[config.mk]
export PLATFORM = sky130hd
export DESIGN_NAME = mult_rr_scheduler
export DESIGN_NICKNAME = d
export VERILOG_FILES = /design/src/rtl/mult_rr_scheduler_pkg.sv /design/src/rtl/mult_rr_scheduler_rr_pick.sv /design/src/rtl/mult_rr_scheduler.sv
export SDC_FILE = /design/constraint.sdc
export NUM_CORES = 1
export LEC_CHECK = 0
export ABC_CLOCK_PERIOD_IN_PS = 3050
export BUFFER_PORTS_ARGS = -buffer_cell sky130_fd_sc_hd__buf_2
export CORE_UTILIZATION = 49
export CTS_CLUSTER_SIZE = 20
export DETAILED_ROUTE_END_ITERATION = 7
export GPL_TIMING_DRIVEN = 0
export PLACE_DENSITY = 0.75
export SYNTH_ARGS = -nofsm -noshare
export SYNTH_HDL_FRONTEND = slang
export SYNTH_SLANG_ARGS = --single-unit
[constraint.sdc]
create_clock -name SYS_CLOCK -period 3.05 [get_ports SYS_CLOCK]
set_input_delay 0.305 -clock SYS_CLOCK [delete_from_list [all_inputs] [get_ports SYS_CLOCK]]
set_output_delay 0.305 -clock SYS_CLOCK [all_outputs]
set_load 0.005 [all_outputs]
[src/rtl/mult_rr_scheduler_pkg.sv]
// Shared types and constants for the round-robin multiplier scheduler:
// scheduler state encoding, operand/result widths and an index-to-one-hot helper.
package mult_rr_scheduler_pkg;

    localparam int OP_W_DEF  = 3;
    localparam int RES_W_DEF = 2 * OP_W_DEF;
    localparam int MAX_REQ   = 8;

    typedef enum logic [2:0] {
        S_IDLE    = 3'd0,
        S_ISSUE   = 3'd1,
        S_BUSY    = 3'd2,
        S_CAPTURE = 3'd3,
        S_RESPOND = 3'd4
    } state_t;

    function automatic logic [MAX_REQ-1:0] idx_to_onehot(input logic [2:0] idx);
        logic [MAX_REQ-1:0] oh;
        oh      = '0;
        oh[idx] = 1'b1;
        return oh;
    endfunction

endpackage

[src/rtl/mult_rr_scheduler_rr_pick.sv]
// Combinational round-robin picker: first active request searching
// ptr+1, ptr+2, ... modulo N_REQ; found_o is low when no request is active.
module mult_rr_scheduler_rr_pick #(
    parameter int N_REQ = 4,
    parameter int IW    = 2
) (
    input  logic [N_REQ-1:0] req_i,
    input  logic [IW-1:0]    ptr_i,
    output logic [N_REQ-1:0] grant_o,
    output logic             found_o
);

    logic [IW-1:0] cand;

    always_comb begin
        grant_o = '0;
        found_o = 1'b0;
        cand    = '0;
        for (int k = 1; k <= N_REQ; k++) begin
            cand = IW'((int'(ptr_i) + k) % N_REQ);
            if (!found_o && req_i[cand]) begin
                grant_o[cand] = 1'b1;
                found_o       = 1'b1;
            end
        end
    end

endmodule

[src/rtl/mult_rr_scheduler.sv]
// Round-robin scheduler sharing one sequential multiplier among N_REQ requesters.
// Define MULT_TIMEOUT_EN to add a watchdog that abandons a job stuck in BUSY.
module mult_rr_scheduler
    import mult_rr_scheduler_pkg::*;
#(
    parameter int N_REQ          = 4,
    parameter int OP_W           = OP_W_DEF,
    parameter int TIMEOUT_CYCLES = 16
) (
    input  logic                  SYS_CLOCK,
    input  logic                  SYS_RESET_N,
    input  logic [N_REQ-1:0]      REQ,
    input  logic [N_REQ*OP_W-1:0] REQ_A,
    input  logic [N_REQ*OP_W-1:0] REQ_B,
    output logic [N_REQ-1:0]      GRANT,
    output logic [N_REQ-1:0]      DONE,
    output logic [2*OP_W-1:0]     RESULT,
    output logic                  ERR,
    output logic                  MULT_GO,
    output logic [OP_W-1:0]       MULT_A,
    output logic [OP_W-1:0]       MULT_B,
    input  logic                  MULT_READY,
    input  logic                  MULT_RES,
    input  logic [2*OP_W-1:0]     MULT_PRODUCT
);

    localparam int IW = (N_REQ > 1) ? $clog2(N_REQ) : 1;
    localparam int RW = 2 * OP_W;

    state_t            state_q, state_d;
    logic [N_REQ-1:0]  grant_q, grant_d;
    logic [IW-1:0]     ptr_q, ptr_d;
    logic [IW-1:0]     gidx_q, gidx_d;
    logic [OP_W-1:0]   a_q, a_d, b_q, b_d;
    logic [RW-1:0]     result_q, result_d;
    logic              mult_go;

    logic [N_REQ-1:0]  pick_oh;
    logic              pick_found;
    logic [IW-1:0]     pick_idx;
    logic [OP_W-1:0]   a_arr [N_REQ];
    logic [OP_W-1:0]   b_arr [N_REQ];

    generate
        for (genvar gi = 0; gi < N_REQ; gi++) begin : g_unpack
            assign a_arr[gi] = REQ_A[gi*OP_W +: OP_W];
            assign b_arr[gi] = REQ_B[gi*OP_W +: OP_W];
        end
    endgenerate

    mult_rr_scheduler_rr_pick #(
        .N_REQ (N_REQ),
        .IW    (IW)
    ) u_pick (
        .req_i   (REQ),
        .ptr_i   (ptr_q),
        .grant_o (pick_oh),
        .found_o (pick_found)
    );

    always_comb begin
        pick_idx = '0;
        for (int k = 0; k < N_REQ; k++) begin
            if (pick_oh[k]) pick_idx = IW'(k);
        end
    end

`ifdef MULT_TIMEOUT_EN
    localparam int CW = $clog2(TIMEOUT_CYCLES + 1);
    logic [CW-1:0] cnt_q, cnt_d;
    logic          err_q, err_d;
    logic          timeout;

    assign timeout = (cnt_q == CW'(TIMEOUT_CYCLES - 1));

    // Counter restarts on every entry to BUSY and counts BUSY cycles only.
    always_comb begin
        cnt_d = cnt_q;
        if (state_q == S_ISSUE)     cnt_d = '0;
        else if (state_q == S_BUSY) cnt_d = cnt_q + 1'b1;
    end

    always_ff @(posedge SYS_CLOCK) begin
        if (!SYS_RESET_N) begin
            cnt_q <= '0;
            err_q <= 1'b0;
        end else begin
            cnt_q <= cnt_d;
            err_q <= err_d;
        end
    end

    assign ERR = (state_q == S_RESPOND) && err_q;
`else
    assign ERR = 1'b0;
`endif

    always_comb begin
        state_d  = state_q;
        grant_d  = grant_q;
        ptr_d    = ptr_q;
        gidx_d   = gidx_q;
        a_d      = a_q;
        b_d      = b_q;
        result_d = result_q;
        mult_go  = 1'b0;
`ifdef MULT_TIMEOUT_EN
        err_d    = err_q;
`endif
        case (state_q)
            S_IDLE: begin
                if (pick_found) begin
                    grant_d = N_REQ'(idx_to_onehot(3'(pick_idx)));
                    gidx_d  = pick_idx;
                    a_d     = a_arr[pick_idx];
                    b_d     = b_arr[pick_idx];
`ifdef MULT_TIMEOUT_EN
                    err_d   = 1'b0;
`endif
                    state_d = S_ISSUE;
                end
            end
            S_ISSUE: begin
                // GO is only offered while the multiplier is idle, so it is a single-cycle pulse.
                if (MULT_READY) begin
                    mult_go = 1'b1;
                    state_d = S_BUSY;
                end
            end
            S_BUSY: begin
                if (MULT_RES) begin
                    state_d = S_CAPTURE;
                end
`ifdef MULT_TIMEOUT_EN
                else if (timeout) begin
                    result_d = '0;
                    err_d    = 1'b1;
                    state_d  = S_RESPOND;
                end
`endif
            end
            S_CAPTURE: begin
                result_d = MULT_PRODUCT;
                state_d  = S_RESPOND;
            end
            S_RESPOND: begin
                ptr_d   = gidx_q;
                grant_d = '0;
                state_d = S_IDLE;
            end
            default: state_d = S_IDLE;
        endcase
    end

    always_ff @(posedge SYS_CLOCK) begin
        if (!SYS_RESET_N) begin
            state_q  <= S_IDLE;
            grant_q  <= '0;
            ptr_q    <= IW'(N_REQ - 1);
            gidx_q   <= '0;
            a_q      <= '0;
            b_q      <= '0;
            result_q <= '0;
        end else begin
            state_q  <= state_d;
            grant_q  <= grant_d;
            ptr_q    <= ptr_d;
            gidx_q   <= gidx_d;
            a_q      <= a_d;
            b_q      <= b_d;
            result_q <= result_d;
        end
    end

    assign GRANT   = grant_q;
    assign DONE    = (state_q == S_RESPOND) ? grant_q : '0;
    assign RESULT  = result_q;
    assign MULT_GO = mult_go;
    assign MULT_A  = a_q;
    assign MULT_B  = b_q;

endmodule

---- After elaboration in Yosys (flattened, before gate mapping) ----
Cells that the tools add are included.
word-level totals
  output and inout port bits .............. 22
  register bits after elaboration ......... 23
  logic and storage cells ................. 93
  input bits .............................. 38
operators by class
  muxes and demuxes ....................... 44
  $lt $le $gt $ge ......................... 11
  reductions and logical operators ........ 16
  bitwise gates (word level) .............. 4
  equal/unequal tests ..................... 7
  add/subtract/negate cells ............... 4
operator list
  operator               count
  $mux W4                6
  $mux W3                7
  $mux W1                16
  $bmux W3 S2            2
  $lt A2 B3 Y1 const B   4
  $or A4 B4 Y4           3
  $pmux W3 S4            1
  $demux W1 S2           5
  $ge A2 B1 Y1 const B   5
  $bmux W1 S2            4
  $logic_and A1 B1 Y1    8
  $pmux W4 S2            1
  $eq A3 B2 Y1 const B   2
  $ne A2 B2 Y1 const B   3
  $add A2 B1 Y2 const B  2
  $add A2 B2 Y2 const B  2
  $lt A2 B4 Y1 const B   1
  $mux W2                2
  $reduce_and A2 Y1      2
  $eq A3 B1 Y1 const B   1
  $eq A3 B3 Y1 const B   1
  $ge A3 B3 Y1 const B   1
  $logic_not A1 Y1       3
  $logic_not A3 Y1       1
  other kinds (3)        3

---- Depth between registers and ports, before layout ----
  depth after elaboration ................. 22
  gate-level depth with buffers ........... 10
  depth with buffers taken out ............ 8

---- Cells and area by module ----
From an unflattened synthesis, not the netlist that was laid out.
unflattened totals
  cells, all modules ...................... 165
  area total of the unflattened synthesis .. 1507.7 um2
modules (own cells, without submodules)
  module                     times used  sequential area each (um2)  area each (um2)  cells each
  mult_rr_scheduler          1           460.4                       1092.3           117
  mult_rr_scheduler_rr_pick  1           0.0                         415.4            48

---- Worst setup path before layout ----
Ideal clock, no wire load.
  path kind ............................... register -> register
  start point ............................. register ptr_q[0]
  end point ............................... register gidx_q[0]
  buffers on the path ..................... 2
  period minus slack after synthesis ...... 2.323 ns
  setup time .............................. 0.119 ns
  arrival ................................. 2.204 ns
  stages on the path, launching flop included .. 11
  path slack .............................. 0.727 ns
  required time ........................... 2.931 ns
  cells stage by stage .................... dfxtp_1 buf_2 inv_1 ha_1 mux4_1 nor3b_1 o21ai_2 buf_4 and3_4 nor2_1 o221a_2
between the ends
  cells in the longest elaborated chain, start to end .. 16
  elaborated cells on any way between the ends .. 53
  those cells by class .................... 4 x add/sub; 8 x order compare; 27 x mux; 3 x bitwise; 11 x reduce/logical
RTL lines
  what                                                                   RTL line                  RTL
  start: declaration                                                     mult_rr_scheduler.sv:32   logic [IW-1:0] ptr_q, ptr_d;
  start signal: assignment                                               mult_rr_scheduler.sv:159  ptr_q <= IW'(N_REQ - 1);
  start signal: assignment                                               mult_rr_scheduler.sv:167  ptr_q <= ptr_d;
  parallel branches: the longest is 16 deep, another holds $lt A2 B3 Y1  --
  end signal: assignment                                                 mult_rr_scheduler.sv:168  gidx_q <= gidx_d;
  end: declaration                                                       mult_rr_scheduler.sv:33   logic [IW-1:0] gidx_q, gidx_d;
Several ways; the timed one is not identified. The select of a mux whose other input is x is not followed.
A chain may end at the register's enable or synchronous reset.

---- Final worst setup path ----
  start point ............................. register ptr_q[0]
  end point ............................... register a_q[1] (netlist: MULT_A[1])
between the ends
  cells in the longest elaborated chain, start to end .. 20
  elaborated cells on any way between the ends .. 57
  those cells by class .................... 4 x add/sub; 8 x order compare; 30 x mux; 4 x bitwise; 11 x reduce/logical
RTL lines
  what                                                                   RTL line                  RTL
  parallel branches: the longest is 20 deep, another holds $lt A2 B3 Y1  --
  end signal: assignment                                                 mult_rr_scheduler.sv:161  a_q <= '0;
  end signal: assignment                                                 mult_rr_scheduler.sv:169  a_q <= a_d;
  end: declaration                                                       mult_rr_scheduler.sv:34   logic [OP_W-1:0] a_q, a_d, b_q, b_d;
Several ways; the timed one is not identified. The select of a mux whose other input is x is not followed.

==> flow_summary_export.csv <==
group,metric,value,unit
power_and_ir_drop,vdd_ir_drop_max,0.2086,mV
floorplanning,die_w,59.68,um
synthesis,async_flop_share,0,
sta,fmax,357.4,MHz
placed_design,place_area,1971,sq um
layout,drive_above_1_share,0.3484,
layout,syn2layout_area_growth,22.56,%
routing,drc,0,
worst_setup_path,arrival,3.05,ns
power_and_ir_drop,cellLeakagePower,0.9585,nW
cts,htree_levels,1,
worst_setup_path,cp.required,3.30,ns
sta,post-route-period-util,0.9173,
outcome,status,"finished, final reports clean",
cts,clk_latency,0.32,ns
layout,final_common_cell,"buf_2",
worst_setup_path,crit_type,"flop to flop",
layout,fin_util,0.6440,
routing,vias_per_cell,5.410,
global_route,antenna_found_initial,0,
placed_design,gp_congestion,0.8235,
placed_design,portBuffers,57,
layout,n_fill_cell,311,
global_route,first_global_vias,1322,
synthesis,postSynthCellCount,183,
cts,path_clk_slew,0.13,ns
layout,design_area,1998,sq um
routing,num_vias,1558,
worst_setup_path,startpoint_type,"flop",
sta,finalSetupViolCount,0,
synthesis,synth-edff-count,0,
layout,nets,290,
layout,final_cell_mix,"buf_2 (58), dfxtp_1 (23), inv_1 (12), nand3_1 (11), nand2_1 (9)",
power_and_ir_drop,p_total,0.6917,mW
worst_setup_path,cpPeakStageDelay,0.47,ns
synthesis,synth_seq_cells,23,
global_route,grt_start_max_net_pins,14,
run,cap_violations,0,
synthesis,syn_avg_cell_area,8.909,sq um
worst_setup_path,crit_slowest_cell,"nor3_2",
routing,drt_iter0_markers,75,
cts,numCtsBuffers,3,
sta,slew_headroom,0.6366,
cts,post_cts_buffers,0,
global_route,grt_pass1_wl,6.030,mm
sta,slew_violations,0,
power_and_ir_drop,p_per_area,346.2,nW/um^2
floorplanning,dieArea,3562,sq um
routing,drt_wl_total,3.760,mm
worst_setup_path,endpoint_kind,"flop",
synthesis,synth-main-ff-cell,"dfxtp_1",
min_path,hold_path_class,"input port to flop",
synthesis,ys_warn_count,0,
synthesis,synth_area,1630,sq um
global_route,grt-ovfl-total,0,
synthesis,synthesis.nets,228,
cts,ctsRootBufferMaster,"clkbuf_4",
placed_design,hpwl,2.796,mm
worst_setup_path,crit_path_cell_trace,"buf_2 -> inv_1 -> ha_1 -> mux4_1 -> a21oi_1 -> a2bb2oi_2 -> nor3_2 -> o21ai_1 -> a41oi_1",
sta,finClkSkew,0.001870,ns
cts,clockBufferDepth,2,
floorplanning,num_io_pins,60,
cts,cts_tree,"done",
floorplanning,core,3103,sq um
layout,diodes,0,
cts,holdBufCountCts,0,
cts,clkSinkCount,23,
routing,ant_nets,0,
sta,tightest_slew,0.5421,ns
global_route,grt_usage,0.2195,
sta,rsz0062_at_grt,"no",
sta,fin_crit,2.798,ns
sta,hold_violations,0,
floorplanning,die_y,59.68,um
synthesis,synth_cell_type_count,53,
routing,post_drt_wl_per_cell,13.06,um
floorplanning,row_count,20,
cts,post_cts_resized,0,
worst_setup_path,critPathMaxFanout,9,
routing,first_pass_iters,4,
sta,setup_tns,0,ns
synthesis,seq_area_frac_synth,0.2824,
floorplanning,start_util,0.5254,
[flip-flops by register name (all words and copies together), names as in the netlist]
name and cells:
GRANT 4, MULT_A 3, MULT_B 3, RESULT 6, gidx_q 2, ptr_q 2
state_q 3
[where the power goes]
| group | switching, mW | internal (mW) | total (mW) |
|---|---|---|---|
| combinational | 0.108 | 0.0990 | 0.207 |
| sequential | 0.0141 | 0.326 | 0.341 |
| clock | 0.0952 | 0.0491 | 0.144 |
| total | 0.217 | 0.475 | 0.692 |
[routing by layer]
metal | part of all wire | track usage
met3 | 0.041 | 0.03680
met2 | 0.48 | 0.3587
met4 | 0.0013 | 0.03654
met1 | 0.48 | 0.3078
met5 | 0 | 0
[cell families (layout without fill, tap and decap cells)]
kind of cell    after synthesis  in the layout  synth area share
simple gates                 68             68            0.2625
other cells                   1              1          0.002300
compound gates               46             46            0.2157
mux                          12             12            0.1021
buf+inv                      26             87           0.08135
flops                        23             23            0.2824
fa+ha+maj                     7              7           0.05372
[path summary, 6_finish.rpt]
check                                      from         to  slack (ns)  cells past startpoint
worst max-delay path                   ptr_q[0]  MULT_A[1]        0.25                      9
worst min-delay path            MULT_PRODUCT[3]  RESULT[3]        0.24                      3
worst max register to register         ptr_q[0]  MULT_A[1]        0.25                      9
worst min register to register         GRANT[1]   GRANT[1]        0.49                      2
[critical path, delay by kind of cell (launching register included)]
kind | cells | cell delay (ns)
mux | 1 | 0.39
compound gates | 4 | 0.68
simple gates | 1 | 0.47
buf+inv | 2 | 0.37
fa+ha+maj | 1 | 0.41
flops | 1 | 0.42
[Yosys cell counts (2+ instances only)]
library cell  instances  area (sq um)
o21ai_0               6         30.03
buf_4                 3         22.52
a41oi_2               2         32.53
and3_1                4         25.02
nor2_1                5         18.77
buf_6                 3         33.78
nand3_1              11         55.05
dfxtp_1              23         460.4
clkbuf_1              7         26.28
ha_1                  7         87.58
nand2b_1              7         43.79
or3b_1                3         26.28
nor2b_1               6         37.54
nor3b_1               2         15.01
mux2i_1               8         80.08
inv_1                12         45.04
nand2_1               9         33.78
a21oi_1               3         15.01
and4_2                3         30.03
a31oi_1               7         43.79
o211ai_1              2         15.01
o21ai_1               6         30.03
a21boi_0              2         15.01
mux4_1                2         52.55
and2_1                2         12.51
nor3_1                2         10.01
a41oi_1               4         35.03
and4_4                2         22.52
a2bb2oi_1             2         17.52
nand3b_1              5         37.54
[layout make-up]
class | count | area, sq um | area share
timing repair buffer | 57 | 285.3 | 0.1428
inverter | 12 | 45.04 | 0.02254
sequential | 23 | 460.4 | 0.2304
clock inverter | 1 | 5.005 | 0.002505
tap | 44 | 55.05 | 0.02755
clock buffer | 3 | 22.52 | 0.01127
buffer | 14 | 87.58 | 0.04383
multi-input combinational | 134 | 1037 | 0.5191
[per-stage QoR]
step,hold slack [ns],worst slack [ns],instances
6_report,0.2382,0.2521,288
5_1_grt,0.2271,0.0007010,288
4_1_cts,0.2375,0.2408,288
3_5_place_dp,0.4786,0.3086,284
3_3_place_gp,0.4722,0.3158,284
2_1_floorplan,0.4553,0.7269,183
(Power assumes the default switching activity.)
